### src/rtl/axis_pkg.sv
`default_nettype none
// ============================================================================
// axis_pkg : shared arbiter state encoding and default AXI-Stream beat layout
// Rev 1.0
// ============================================================================
package axis_pkg;

    typedef enum logic [1:0] {
        IDLE  = 2'd0,
        LOCK0 = 2'd1,
        LOCK1 = 2'd2
    } arb_state_t;

    localparam int AXIS_DATAW = 48;

    typedef struct packed {
        logic [AXIS_DATAW-1:0]   tdata;
        logic [AXIS_DATAW/8-1:0] tstrb;
        logic [AXIS_DATAW/8-1:0] tkeep;
        logic                    tuser;
        logic                    tlast;
        logic                    tid;
        logic                    tdest;
    } axis_beat_t;

endpackage
`default_nettype wire

### src/rtl/axis_skid_slice.sv
`default_nettype none
// ============================================================================
// axis_skid_slice : 2-entry AXI-Stream register slice, registered ready path
// Rev 1.0
// ============================================================================
module axis_skid_slice
    import axis_pkg::*;
#(
    parameter type beat_t = axis_beat_t
) (
    input  logic  clk,
    input  logic  rst,
    input  beat_t in_beat,
    input  logic  in_valid,
    output logic  in_ready,
    output beat_t out_beat,
    output logic  out_valid,
    input  logic  out_ready
);

    beat_t main_beat;
    beat_t skid_beat;
    logic  main_valid;
    logic  skid_valid;

    // Ready depends only on the skid register, never on out_ready.
    assign in_ready  = !skid_valid;
    assign out_beat  = main_beat;
    assign out_valid = main_valid;

    always_ff @(posedge clk) begin
        if (rst) begin
            main_beat  <= '0;
            skid_beat  <= '0;
            main_valid <= 1'b0;
            skid_valid <= 1'b0;
        end else if (out_ready || !main_valid) begin
            if (skid_valid) begin
                main_beat  <= skid_beat;
                main_valid <= 1'b1;
                skid_valid <= 1'b0;
            end else begin
                main_valid <= in_valid;
                if (in_valid) begin
                    main_beat <= in_beat;
                end
            end
        end else if (in_valid && !skid_valid) begin
            skid_beat  <= in_beat;
            skid_valid <= 1'b1;
        end
    end

endmodule
`default_nettype wire

### src/rtl/axis_merge_rr_2x1.sv
`default_nettype none
// ============================================================================
// axis_merge_rr_2x1 : 2:1 AXI-Stream packet merger, round-robin, packet lock
// Rev 1.0
// ============================================================================
module axis_merge_rr_2x1
    import axis_pkg::*;
#(
    parameter int DATAW         = 48,
    parameter bit TID_FROM_PORT = 1'b1
) (
    input  logic               aclk,
    input  logic               areset,
    input  logic [DATAW-1:0]   s0_axis_tdata,
    input  logic               s0_axis_tvalid,
    output logic               s0_axis_tready,
    input  logic               s0_axis_tuser,
    input  logic               s0_axis_tlast,
    input  logic               s0_axis_tid,
    input  logic               s0_axis_tdest,
    input  logic [DATAW/8-1:0] s0_axis_tstrb,
    input  logic [DATAW/8-1:0] s0_axis_tkeep,
    input  logic [DATAW-1:0]   s1_axis_tdata,
    input  logic               s1_axis_tvalid,
    output logic               s1_axis_tready,
    input  logic               s1_axis_tuser,
    input  logic               s1_axis_tlast,
    input  logic               s1_axis_tid,
    input  logic               s1_axis_tdest,
    input  logic [DATAW/8-1:0] s1_axis_tstrb,
    input  logic [DATAW/8-1:0] s1_axis_tkeep,
    output logic [DATAW-1:0]   m_axis_tdata,
    output logic               m_axis_tvalid,
    input  logic               m_axis_tready,
    output logic               m_axis_tuser,
    output logic               m_axis_tlast,
    output logic               m_axis_tid,
    output logic               m_axis_tdest,
    output logic [DATAW/8-1:0] m_axis_tstrb,
    output logic [DATAW/8-1:0] m_axis_tkeep,
    output logic [1:0]         grant,
    output logic [15:0]        pkt_cnt0,
    output logic [15:0]        pkt_cnt1
);

    typedef struct packed {
        logic [DATAW-1:0]   tdata;
        logic [DATAW/8-1:0] tstrb;
        logic [DATAW/8-1:0] tkeep;
        logic               tuser;
        logic               tlast;
        logic               tid;
        logic               tdest;
    } beat_t;

    arb_state_t  state;
    arb_state_t  state_next;
    logic        last_grant;
    logic [15:0] cnt0;
    logic [15:0] cnt1;
    logic        sel1;
    logic        src_tid;
    logic        in_valid;
    logic        slice_ready;
    logic        accept;
    beat_t       in_beat;
    beat_t       out_beat;

    assign sel1     = (state == LOCK1);
    assign in_valid = ((state == LOCK0) && s0_axis_tvalid) ||
                      ((state == LOCK1) && s1_axis_tvalid);
    assign accept   = in_valid && slice_ready;

    always_comb begin
        state_next     = state;
        s0_axis_tready = 1'b0;
        s1_axis_tready = 1'b0;
        case (state)
            IDLE: begin
                if (s0_axis_tvalid && s1_axis_tvalid) begin
                    state_next = last_grant ? LOCK0 : LOCK1;
                end else if (s0_axis_tvalid) begin
                    state_next = LOCK0;
                end else if (s1_axis_tvalid) begin
                    state_next = LOCK1;
                end
            end
            LOCK0: begin
                s0_axis_tready = slice_ready;
                if (s0_axis_tvalid && slice_ready && s0_axis_tlast) begin
                    state_next = IDLE;
                end
            end
            LOCK1: begin
                s1_axis_tready = slice_ready;
                if (s1_axis_tvalid && slice_ready && s1_axis_tlast) begin
                    state_next = IDLE;
                end
            end
            default: state_next = IDLE;
        endcase
    end

    always_comb begin
        in_beat = '0;
        src_tid = 1'b0;
        if (sel1) begin
            in_beat.tdata = s1_axis_tdata;
            in_beat.tstrb = s1_axis_tstrb;
            in_beat.tkeep = s1_axis_tkeep;
            in_beat.tuser = s1_axis_tuser;
            in_beat.tlast = s1_axis_tlast;
            in_beat.tdest = s1_axis_tdest;
            src_tid       = s1_axis_tid;
        end else begin
            in_beat.tdata = s0_axis_tdata;
            in_beat.tstrb = s0_axis_tstrb;
            in_beat.tkeep = s0_axis_tkeep;
            in_beat.tuser = s0_axis_tuser;
            in_beat.tlast = s0_axis_tlast;
            in_beat.tdest = s0_axis_tdest;
            src_tid       = s0_axis_tid;
        end
        in_beat.tid = TID_FROM_PORT ? sel1 : src_tid;
    end

    always_ff @(posedge aclk) begin
        if (areset) begin
            state      <= IDLE;
            last_grant <= 1'b1;
            cnt0       <= 16'd0;
            cnt1       <= 16'd0;
        end else begin
            state <= state_next;
            if (accept && in_beat.tlast) begin
                last_grant <= sel1;
                if (!sel1 && (cnt0 != 16'hFFFF)) begin
                    cnt0 <= cnt0 + 16'd1;
                end
                if (sel1 && (cnt1 != 16'hFFFF)) begin
                    cnt1 <= cnt1 + 16'd1;
                end
            end
        end
    end

    axis_skid_slice #(
        .beat_t (beat_t)
    ) u_slice (
        .clk       (aclk),
        .rst       (areset),
        .in_beat   (in_beat),
        .in_valid  (in_valid),
        .in_ready  (slice_ready),
        .out_beat  (out_beat),
        .out_valid (m_axis_tvalid),
        .out_ready (m_axis_tready)
    );

    assign m_axis_tdata = out_beat.tdata;
    assign m_axis_tstrb = out_beat.tstrb;
    assign m_axis_tkeep = out_beat.tkeep;
    assign m_axis_tuser = out_beat.tuser;
    assign m_axis_tlast = out_beat.tlast;
    assign m_axis_tid   = out_beat.tid;
    assign m_axis_tdest = out_beat.tdest;

    assign grant    = {(state == LOCK1), (state == LOCK0)};
    assign pkt_cnt0 = cnt0;
    assign pkt_cnt1 = cnt1;

endmodule
`default_nettype wire

### config.mk
export PLATFORM = sky130hd
export DESIGN_NAME = axis_merge_rr_2x1
export DESIGN_NICKNAME = d
export VERILOG_FILES = /design/src/rtl/axis_pkg.sv /design/src/rtl/axis_skid_slice.sv /design/src/rtl/axis_merge_rr_2x1.sv
export SDC_FILE = /design/constraint.sdc
export NUM_CORES = 1
export LEC_CHECK = 0
export ABC_CLOCK_PERIOD_IN_PS = 4400
export BUFFER_PORTS_ARGS = -buffer_cell sky130_fd_sc_hd__buf_2
export CAP_MARGIN = 5
export CORE_MARGIN = 5
export CORE_UTILIZATION = 50
export CTS_CLUSTER_SIZE = 10
export DETAILED_ROUTE_END_ITERATION = 6
export PLACE_DENSITY = 0.85
export RECOVER_POWER = 50
export SYNTH_ARGS = -nofsm -noshare
export SYNTH_HDL_FRONTEND = slang
export SYNTH_SLANG_ARGS = --single-unit
### constraint.sdc
create_clock -name aclk -period 4.4 [get_ports aclk]
set_input_delay 0.88 -clock aclk [delete_from_list [all_inputs] [get_ports aclk]]
set_output_delay 0.88 -clock aclk [all_outputs]
set_load 0.01 [all_outputs]
# == Word-level counts from Yosys, hierarchy flattened ==
# Index checks and enable logic that the tools add are counted.
# Widths: inputs -> output; s select.
# totals
ff_bits,165
latch_bits,0
ram_bits,0
rom_bits,0
inputBits,133
wordCells,68
memories,0
# op_classes
add_sub_neg,2
mul,0
n_div,0
order_cmp,0
eq_ne,7
n_shift,0
n_mux,14
bitwise,1
n_reduce_logical,24
# op_table
operator,n
$mux 64,2
$mux 62,1
$add 16x1->16 const B,2
$ne 16x16->1 const B,2
$mux 2,6
$logic_and 1x1->1,11
$reduce_and 2->1,4
$pmux 2 s3,1
$mux 1,4
$ne 2x1->1 const B,2
$ne 4x4->1 const B,1
$logic_not 1->1,3
$reduce_and 3->1,1
$eq 2x1->1 const B,1
$eq 2x2->1 const B,1
$logic_not 2->1,1
$logic_or 1x1->1,2
$reduce_bool 2->1,1
$reduce_or 2->1,1
$not 1->1,1

# == Longest topological paths before layout ==
# Gate-level depths: netlist (run 1).
# logic_depth
depth_word,6
mapped_depth,7
ltp_nobuf,5

# == By module ==
# A second synthesis (run 1) with hierarchy kept.
# hier_totals
hier_cells,1004
hier_area_um2,8212.9
# modules_own_cells
mod,instances,cells_each,area_each_um2,seq_area_each_um2
axis_skid_slice,1,580,5522.8,2602.5
axis_merge_rr_2x1,1,424,2690.1,700.7

# == Least setup slack after synthesis (run 1) ==
# No wires, ideal clock.
# synth_path
path_kind,input to register
from,input s1_axis_tvalid
to,"register cnt1[9], in the netlist pkt_cnt1[9]"
setup_time_ns,0.070
arrival_time_ns,2.233
path_slack_ns,2.097
stages,5
n_path_buf,1
cell_sequence,nand4b_2 or4_1 buf_2 or4_1 a21oi_1
# synth_via
elab_chain_cells,5
# synth_rtl
element,line,text
"start, declared",axis_merge_rr_2x1.sv:24,"input logic s1_axis_tvalid,"
$logic_and 1x1->1,axis_merge_rr_2x1.sv:71,((state == LOCK1) && s1_axis_tvalid);
$logic_or 1x1->1,axis_merge_rr_2x1.sv:70,assign in_valid = ((state == LOCK0) && s0_axis_tvalid) ||
$logic_and 1x1->1,axis_merge_rr_2x1.sv:72,assign accept = in_valid && slice_ready;
$logic_and 1x1->1,axis_merge_rr_2x1.sv:135,if (accept && in_beat.tlast) begin
$reduce_and 2->1 (no line),n/a,
"end signal, assigned",axis_merge_rr_2x1.sv:141,cnt1 <= cnt1 + 16'd1;
"end, declared",axis_merge_rr_2x1.sv:60,logic [15:0] cnt1;
# No other way between the ends.
# A chain may end at the register's enable or synchronous reset.

# == Worst setup path in the final report (run 1) ==
# layout_path
from,register u_slice.skid_valid
to,register u_slice.main_beat (netlist bit u_slice.out_beat[30])
# layout_via
elab_chain_cells,2
word_cells_on_any_way,3
# layout_rtl
element,line,text
"start, declared",axis_skid_slice.sv:24,logic skid_valid;
"start signal, assigned",axis_skid_slice.sv:36,skid_valid <= 1'b0;
"start signal, assigned",axis_skid_slice.sv:41,skid_valid <= 1'b0;
"start signal, assigned",axis_skid_slice.sv:50,skid_valid <= 1'b1;
$reduce_bool 2->1 (no line),n/a,
$reduce_and 2->1 (no line),n/a,
"end signal, assigned",axis_skid_slice.sv:39,main_beat <= skid_beat;
"end signal, assigned",axis_skid_slice.sv:45,main_beat <= in_beat;
"end, declared",axis_skid_slice.sv:21,beat_t main_beat;
# Parallel ways exist; a longest one is shown, timed or not.

==> impl_metrics.toml, run 1 <==
[timing]
finalMaxSlewViolations = 130
rsz0062_at_grt = "no"
finalCritPeriodShare_pct = 71.9
finalSetupViolCount = 0
fin_tns_setup_ns = 0
setup_ws_ns = 1.24
worst_slew_pin_slew_ns = 1.78
finClkSkew_ns = 0.00829
hold_violations = 0
min_period_ns = 3.16
hold_ws_ns = 0.450
relSlewSlack_pct = -18.7
fmax_mhz = 316

[placed_design]
place_area_mm2 = 0.00899
place.gp.congestion = 0.894
dp_hpwl_um = 13400
pre_cts_slack_ns = 1.49
port_buffers = 231

[clock_network]
root_buffer = "clkbuf_16"
clkSinkCount = 165
post_cts_buffers = 0
holdBufCountCts = 0
cts_tree = "done"
ctsLongestPathBuffers = 2
clk_pin_slew_ns = 0.06
clock_latency_ns = 0.42
ctsResizeCount = 0
numCtsBuffers = 17
htreeDepth = 4

[critical_path]
cp_data_required_time_ns = 4.72
r2r_setup_slack_ns = 1.24
cp-end-kind = "flip-flop"
arrival_ns = 3.48
timing.rr.start = "u_slice.skid_valid$_SDFFE_PP0P_"
cp-startpoint = "u_slice.skid_valid$_SDFFE_PP0P_"
cp_max_fo = 43
path_class = "flip-flop to flip-flop"
start_kind = "flip-flop"

[die]
die_y_um = 135
initial_core_util_pct = 51.1
rows = 45
core_area_mm2 = 0.0152
dieArea_mm2 = 0.0181
pin_count = 234
die_x_um = 135

[power_and_ir_drop]
p_per_area_mw_per_mm2 = 359
static-leakage-power_nw = 3.27
peakVddDrop_mv = 0.252
power_mw = 3.39

[layout]
fin_area_mm2 = 0.00944
finalNetCount = 1190
drive_gt1_share_pct = 23.2
antennaDiodeCount = 0
synthToLayoutAreaGrowth_pct = 21.5

[drt]
wl_um = 19800
drt-initial-drc-count = 387
first_pass_iters = 5
wl_per_cell_um = 15.7
ant_nets = 0
vias = 7095
vias_per_cell = 5.65
drc = 0

[status]
status = "finished with violations"
violations = "max-capacitance violations, max-slew violations"

[job]
drv_cap = 2

[synthesis]
syn_area_per_cell_um2 = 9.00
ys_seq_elements = 165
syn_inst = 863
yosys_warnings = 0
synth_edf_count = 0
yosysSeqAreaShare_pct = 42.5
synth_cell_type_count = 41
synth_ff_type = "dfxtp_1"
ys_top_cells_by_area = "dfxtp_1, mux2_2, mux2i_1"
synth_area_mm2 = 0.00777
synth.largest_area_cell = "dfxtp_1"
synth_nets = 998
synth_top_area_share_pct = 42.5
ys_async_sr_fraction_pct = 0

[global_routing]
grt_usage_pct = 21.3
first_global_vias = 6754
grt_pass1_wl_um = 32000
grt_max_degree = 91
antenna_found_initial = 0
grt-ovfl-total = 0

[hold_path]
hold_class = "flip-flop to flip-flop"
min-delay-start = "u_slice.out_beat[12]$_SDFFE_PP0P_"
-- synth_stat cells, drive strengths merged, types with 3 or more instances --
cell / n
nor2: 73
a21oi: 89
o211ai: 61
o31ai: 20
or3: 6
nand4: 14
nand2b: 63
buf: 20
inv: 11
and2: 4
dfxtp: 165
mux2: 63
nand3: 13
nand2: 72
nor3: 8
and3b: 3
or2: 4
clkbuf: 46
and4: 3
o41ai: 4
o311ai: 4
o21ai: 8
mux2i: 65
a211oi: 6
or4: 20
-- cell families (layout without fill, tap and decap cells) --
family | count (synthesis) | in the layout | synth area share, %
muxes | 128 | 128 | 17.5
adders and majority gates | 2 | 2 | 0.322
and+or+nand+nor | 295 | 295 | 19.6
DFF | 165 | 165 | 42.5
AOI/OAI and AO/OA | 196 | 196 | 16.0
buffers and inverters | 77 | 282 | 4.01
-- layout by cell type (no fill, tap or decap), types with 10 or more instances in the layout --
cell       Yosys  final
a21oi_1       89     89
buf_2         15    133
clkbuf_1      46     97
clkbuf_16      0     17
dfxtp_1      165    165
inv_1         10     10
mux2_2        63     63
mux2i_1       65     65
nand2_1       72     72
nand2b_1      63     63
nand3_1       13     13
nand4_1       14     14
nor2_1        73     73
o211ai_1      61     61
o31ai_1       20     19
or4_1         20     20
-- through the flow --
stage                     instances  utilization, %
after global placement         1224            59.2
after global routing           1256            62.1
final                          1256            62.1
after CTS                      1256            63.0
after detailed placement       1224            59.2
after floorplan                 863               -
-- area by class of cell --
class	instances	area, µm²
Clock buffer	19	453
Clock inverter	13	124
Fill cell	1341	5760
Inverter	11	41.3
Multi-Input combinational cell	621	4170
Sequential cell	165	3300
Tap cell	188	235
Timing Repair Buffer	239	1110
-- where the power goes --
group	switching (mW)	internal (mW)	leakage, nW
clock network	0.619	0.817	0.288
logic	0.221	0.166	1.65
registers	0.0280	1.54	1.33
-- worst max-delay path: stages (launching register included) --
cell and delay [ns]:
dfxtp_1 1.39, o31a_2 0.87, buf_4 0.45, o211ai_1 0.15
a21oi_1 0.18
-- layer usage --
metal | vias to the layer above | wire, µm | GRT usage, %
met1 | 3338 | 8460 | 26.1
met3 | 36 | 1140 | 4.66
li1 | 3504 | - | -
met5 | - | 0 | 0
met2 | 217 | 9800 | 36.6
met4 | 0 | 381 | 7.81
-- sequential cells by signal, summed over array words and instances (netlist names) --
name and cells:
u_slice.out_beat 64, u_slice.skid_beat 64, pkt_cnt0 16, pkt_cnt1 16, state 2, last_grant 1, u_slice.out_valid 1, u_slice.skid_valid 1
-- final timing paths --
path,to,cells past startpoint
setup / recovery,u_slice.out_beat[30]$_SDFFE_PP0P_,4
hold / removal,u_slice.out_beat[12]$_SDFFE_PP0P_,2
setup reg to reg,u_slice.out_beat[30]$_SDFFE_PP0P_,4
hold reg to reg,u_slice.out_beat[12]$_SDFFE_PP0P_,2
Note: power is estimated with default switching activity, not from simulation.
==> inputs of run 2 (changes only) <==
--- a/config.mk
+++ b/config.mk
@@ -5,7 +5,7 @@
 export SDC_FILE = /design/constraint.sdc
 export NUM_CORES = 1
 export LEC_CHECK = 0
-export ABC_CLOCK_PERIOD_IN_PS = 4400
+export ABC_CLOCK_PERIOD_IN_PS = 3100
 export BUFFER_PORTS_ARGS = -buffer_cell sky130_fd_sc_hd__buf_2
 export CAP_MARGIN = 5
 export CORE_MARGIN = 5
==> constraint.sdc (replaced) <==
create_clock -name aclk -period 3.1 [get_ports aclk]
set_input_delay 0.62 -clock aclk [delete_from_list [all_inputs] [get_ports aclk]]
set_output_delay 0.62 -clock aclk [all_outputs]
set_load 0.01 [all_outputs]
==> impl_metrics.toml, run 2 (synthesis gave the netlist of run 1 again) <==
[clock_network]
ctsLongestPathBuffers = 2
ctsResizeCount = 0
holdBufCountCts = 0
post_cts_buffers = 0
clock_latency_ns = 0.42
clk_pin_slew_ns = 0.07
cts_tree = "done"
htreeDepth = 4
clkSinkCount = 165
numCtsBuffers = 17
root_buffer = "clkbuf_16"

[timing]
min_period_ns = 2.63
finalMaxSlewViolations = 0
setup_ws_ns = 0.473
relSlewSlack_pct = 5.75
hold_ws_ns = 0.448
finClkSkew_ns = 0.00895
fin_tns_setup_ns = 0
finalSetupViolCount = 0
worst_slew_pin_slew_ns = 1.41
hold_violations = 0
rsz0062_at_grt = "no"
fmax_mhz = 381
finalCritPeriodShare_pct = 84.7

[placed_design]
port_buffers = 231
dp_hpwl_um = 13400
place.gp.congestion = 0.910
placed_cells = 1228
pre_cts_slack_ns = 0.747
place_area_mm2 = 0.00906

[layout]
synthToLayoutAreaGrowth_pct = 23.1
final_core_util_pct = 62.9
fin_area_mm2 = 0.00956
finalNetCount = 1194
drive_gt1_share_pct = 23.5
fin_cells = 1260
final_cell_mix = "dfxtp_1, buf_2, clkbuf_1, a21oi_1, nor2_1"
final_common_cell = "dfxtp_1"
antennaDiodeCount = 0

[drt]
drt-initial-drc-count = 345
first_pass_iters = 5
wl_um = 19700
vias = 7104
drc = 0
vias_per_cell = 5.64
wl_per_cell_um = 15.6
ant_nets = 0

[global_routing]
grt_pass1_wl_um = 32100
antenna_found_initial = 0
grt-ovfl-total = 0
first_global_vias = 6774
grt_usage_pct = 21.2
grt_max_degree = 81

[die]
core_area_mm2 = 0.0152
pin_count = 234
die_y_um = 135
dieArea_mm2 = 0.0181
rows = 45
die_x_um = 135
initial_core_util_pct = 51.1

[hold_path]
hold_class = "flip-flop to flip-flop"

[power_and_ir_drop]
p_per_area_mw_per_mm2 = 529
power_mw = 5.06
static-leakage-power_nw = 3.32
peakVddDrop_mv = 0.360

[status]
status = "complete, no violations"

[critical_path]
cpPeakStageDelay_ns = 0.52
arrival_ns = 2.01
path_class = "flip-flop to output pin"
cp-end-kind = "output pin"
start_kind = "flip-flop"
crit_chain = "or2b_2, buf_4, inv_1, buf_2"
crit_slowest_cell = "dfxtp_1"
cp_data_required_time_ns = 2.48
cp_max_fo = 21

[job]
drv_cap = 0
[run 2: report_power, final]
part | total, mW | internal, mW | leakage [nW] | switching [mW]
registers | 2.22 | 2.19 | 1.34 | 0.0382
logic | 0.556 | 0.242 | 1.67 | 0.314
clock network | 2.28 | 1.37 | 0.316 | 0.905
total | 5.06 | 3.80 | 3.32 | 1.26
[run 2: critical path: cells and delay by family (launching register included)]
family / cells / cell delay (ns)
DFF: 1 / 0.52
and+or+nand+nor: 1 / 0.44
buffers and inverters: 3 / 0.62
[run 2: final timing paths]
path | start | endpoint | slack [ns] | cells past startpoint
worst max-delay path | state[0]$_SDFFE_PP0P_ | grant[1] | 0.47 | 4
worst min-delay path | u_slice.out_beat[12]$_SDFFE_PP0P_ | u_slice.out_beat[12]$_SDFFE_PP0P_ | 0.45 | 2
worst max register to register | state[0]$_SDFFE_PP0P_ | u_slice.out_beat[49]$_SDFFE_PP0P_ | 0.94 | 5
worst min register to register | u_slice.out_beat[12]$_SDFFE_PP0P_ | u_slice.out_beat[12]$_SDFFE_PP0P_ | 0.45 | 2
[run 2: layer usage]
layer	track usage (%)	vias up	part of all wire [%]
li1	-	3503	-
met5	0	-	0
met1	26.7	3334	42
met2	35.7	234	49
met4	7.75	0	2.3
met3	4.47	33	6.1
[run 2: layout make-up]
| type | count | area [µm²] |
|---|---|---|
| multi-input cells | 621 | 4180 |
| repair buffers | 243 | 1160 |
| fillers | 1348 | 5640 |
| clock buffers | 17 | 425 |
| flip-flops and latches | 165 | 3310 |
| well taps | 188 | 235 |
| inverters | 11 | 41.3 |
| clock inverters | 15 | 215 |
==> inputs of run 3 (changes only) <==
--- a/config.mk
+++ b/config.mk
@@ -5,14 +5,15 @@
 export SDC_FILE = /design/constraint.sdc
 export NUM_CORES = 1
 export LEC_CHECK = 0
-export ABC_CLOCK_PERIOD_IN_PS = 3100
+export ABC_AREA = 1
+export ABC_CLOCK_PERIOD_IN_PS = 2200
 export BUFFER_PORTS_ARGS = -buffer_cell sky130_fd_sc_hd__buf_2
 export CAP_MARGIN = 5
 export CORE_MARGIN = 5
-export CORE_UTILIZATION = 50
+export CORE_UTILIZATION = 47
 export CTS_CLUSTER_SIZE = 10
 export DETAILED_ROUTE_END_ITERATION = 6
-export PLACE_DENSITY = 0.85
+export PLACE_DENSITY = 0.83
 export RECOVER_POWER = 50
 export SYNTH_ARGS = -nofsm -noshare
 export SYNTH_HDL_FRONTEND = slang
==> constraint.sdc (replaced) <==
create_clock -name aclk -period 2.2 [get_ports aclk]
set_input_delay 0.44 -clock aclk [delete_from_list [all_inputs] [get_ports aclk]]
set_output_delay 0.44 -clock aclk [all_outputs]
set_load 0.01 [all_outputs]
==> impl_metrics.toml, run 3 <==
[status]
status = "complete, no violations"

[drt]
wl_per_cell_um = 12.8
ant_nets = 0
vias_per_cell = 4.94
first_pass_iters = 5
drt-initial-drc-count = 394
drc = 0
vias = 8006
wl_um = 20700

[global_routing]
grt-ovfl-total = 0
first_global_vias = 7259
antenna_found_initial = 0
grt_usage_pct = 20.2
grt_pass1_wl_um = 33900
grt_max_degree = 129

[critical_path]
cp-end-kind = "output pin"
cp_max_fo = 7
start_kind = "flip-flop"
cp_data_required_time_ns = 1.76
crit_slowest_cell = "dfxtp_1"
cp_top_family = "flip-flops"
reg2reg_to = "u_slice.skid_beat[48]$_SDFFE_PP0P_"
crit_buf_inv = 3
cpPeakStageDelay_ns = 0.49
timing.rr.start = "state[0]$_SDFFE_PP0P_"
worstRegToRegCells = 8
cp-startpoint = "state[1]$_SDFFE_PP0P_"
r2r_setup_slack_ns = 0.29
path_class = "flip-flop to output pin"
crit_chain = "inv_2, nor2_4, nand2_1, inv_1, buf_2"
arrival_ns = 1.48

[die]
core_area_mm2 = 0.0171
die_x_um = 142
die_y_um = 142
pin_count = 234
rows = 48
initial_core_util_pct = 47.5
dieArea_mm2 = 0.0200

[synthesis]
syn_area_per_cell_um2 = 6.78
synth_ff_type = "dfxtp_1"
synth.most_common_cell = "nor2_1"
yosys_warnings = 0
syn_inst = 1200
yosysSeqAreaShare_pct = 40.6
synth.largest_area_cell = "dfxtp_1"
synth_area_mm2 = 0.00814
ys_async_sr_fraction_pct = 0
synth_nets = 1335
synth_edf_count = 0
yosys-top-cells-count = "nor2_1, nand2_1, dfxtp_1"
synth_top_area_share_pct = 40.6
ys_seq_elements = 165
synth_cell_type_count = 30
ys_top_cells_by_area = "dfxtp_1, nor2_1, nand2_1"

[placed_design]
place.gp.congestion = 0.890
port_buffers = 231
dp_hpwl_um = 14000

[layout]
final.fill_count = 1664
antennaDiodeCount = 0
final_cell_mix = "nor2_1, nand2_1, dfxtp_1, o21ai_0, buf_2"
final_common_cell = "nor2_1"
synthToLayoutAreaGrowth_pct = 19.2
drive_gt1_share_pct = 13.8
finalNetCount = 1518

[timing]
min_period_ns = 1.92
hold_ws_ns = 0.384
finalMaxSlewViolations = 0
relSlewSlack_pct = 63.9
worst_slew_pin_slew_ns = 0.539
finalSetupViolCount = 0
finalCritPeriodShare_pct = 87.2
hold_violations = 0
fin_tns_setup_ns = 0
fmax_mhz = 521
finClkSkew_ns = 0.00914
rsz0062_at_grt = "no"

[clock_network]
clock_latency_ns = 0.42
htreeDepth = 4
clk_pin_slew_ns = 0.07
holdBufCountCts = 0
ctsResizeCount = 0
ctsLongestPathBuffers = 2
post_cts_buffers = 0
numCtsBuffers = 17
root_buffer = "clkbuf_16"
cts_tree = "done"
clkSinkCount = 165

[power_and_ir_drop]
p_per_area_mw_per_mm2 = 771
static-leakage-power_nw = 4.25
peakVddDrop_mv = 0.500

[hold_path]
hold_path_depth = 4
min-delay-start = "s0_axis_tlast"
hold_class = "input pin to flip-flop"
holdPathEnd = "state[0]$_SDFFE_PP0P_"

[job]
drv_cap = 0
run 3: cell types whose count changed after synthesis, sizes merged, moves of 20 or more:
cell / previous run / this run
a21oi: 89 / 15
mux2i: 65 / 0
mux2: 63 / 0
o21ai: 8 / 203
nand2b: 63 / 0
nor2: 73 / 266
nand2: 72 / 257
inv: 11 / 103
or4: 20 / 0
a211oi: 6 / 62
o31ai: 20 / 0
o211ai: 61 / 0
buf: 20 / 45
run 3: cells by family (layout without fill, tap and decap cells):
| logic type | after synthesis | in the layout | synth area share, % |
|---|---|---|---|
| adder cells (fa/ha/maj) | 2 | 2 | 0.307 |
| AND/OR/NAND/NOR | 554 | 554 | 27.2 |
| AO/OA/AOI/OAI | 281 | 281 | 19.2 |
| buffers and inverters | 181 | 377 | 10.8 |
| XOR/XNOR | 17 | 17 | 1.83 |
| flip-flops | 165 | 165 | 40.6 |
run 3: through the flow:
| step | setup WS, ns | area [µm²] | cells | utilization, % | power, mW |
|---|---|---|---|---|---|
| after floorplan | 0.620 | 8140 | 1200 | - | 4.35 |
| after global placement | 0.386 | 9270 | 1589 | 54.2 | 4.78 |
| after detailed placement | 0.306 | 9270 | 1589 | 54.2 | 4.82 |
| after CTS | 0.259 | 9830 | 1621 | 57.4 | 7.60 |
| after global routing | 0.109 | 9700 | 1621 | 56.7 | 7.90 |
| final | 0.281 | 9700 | 1621 | 56.7 | 7.48 |
run 3: final cells by class:
type	count	area, µm²	share of cell area [%]
clock buffer	18	439	4.53
clock inverter	14	124	1.28
inverter	103	394	4.06
multi-input combinational	854	3960	40.8
sequential	165	3300	34.1
tap	225	282	2.90
timing repair buffer	242	1200	12.3
run 3: worst max-delay path by stage:
stage / end / slack, ns / cells after the start
2_1_floorplan: pkt_cnt1[11]$_SDFFE_PP0P_ / 0.62 / 11
3_3_place_gp: pkt_cnt1[12]$_SDFFE_PP0P_ / 0.39 / 10
3_5_place_dp: pkt_cnt1[12]$_SDFFE_PP0P_ / 0.31 / 10
4_1_cts: s1_axis_tready / 0.26 / 5
5_1_grt: u_slice.skid_beat[44]$_SDFFE_PP0P_ / 0.11 / 8
6_report: s1_axis_tready / 0.28 / 5
run 3: where the power goes:
part           internal, mW  switching [mW]
combinational         0.489           0.891
sequential             3.20           0.130
clock                  1.51            1.27
run 3: worst min-delay path, delay by kind of cell:
kind | cells | cell delay [ns]
and+or+nand+nor | 2 | 0.16
AOI/OAI and AO/OA | 1 | 0.07
buffers and inverters | 1 | 0.09
run 3: layer usage:
layer / GRT usage (%) / share of wire [%] / up-vias
li1: - / - / 4231
met1: 25.7 / 45 / 3517
met2: 33.7 / 46 / 229
met3: 5.39 / 7.4 / 29
met4: 5.61 / 1.6 / 0
met5: 0 / 0 / -
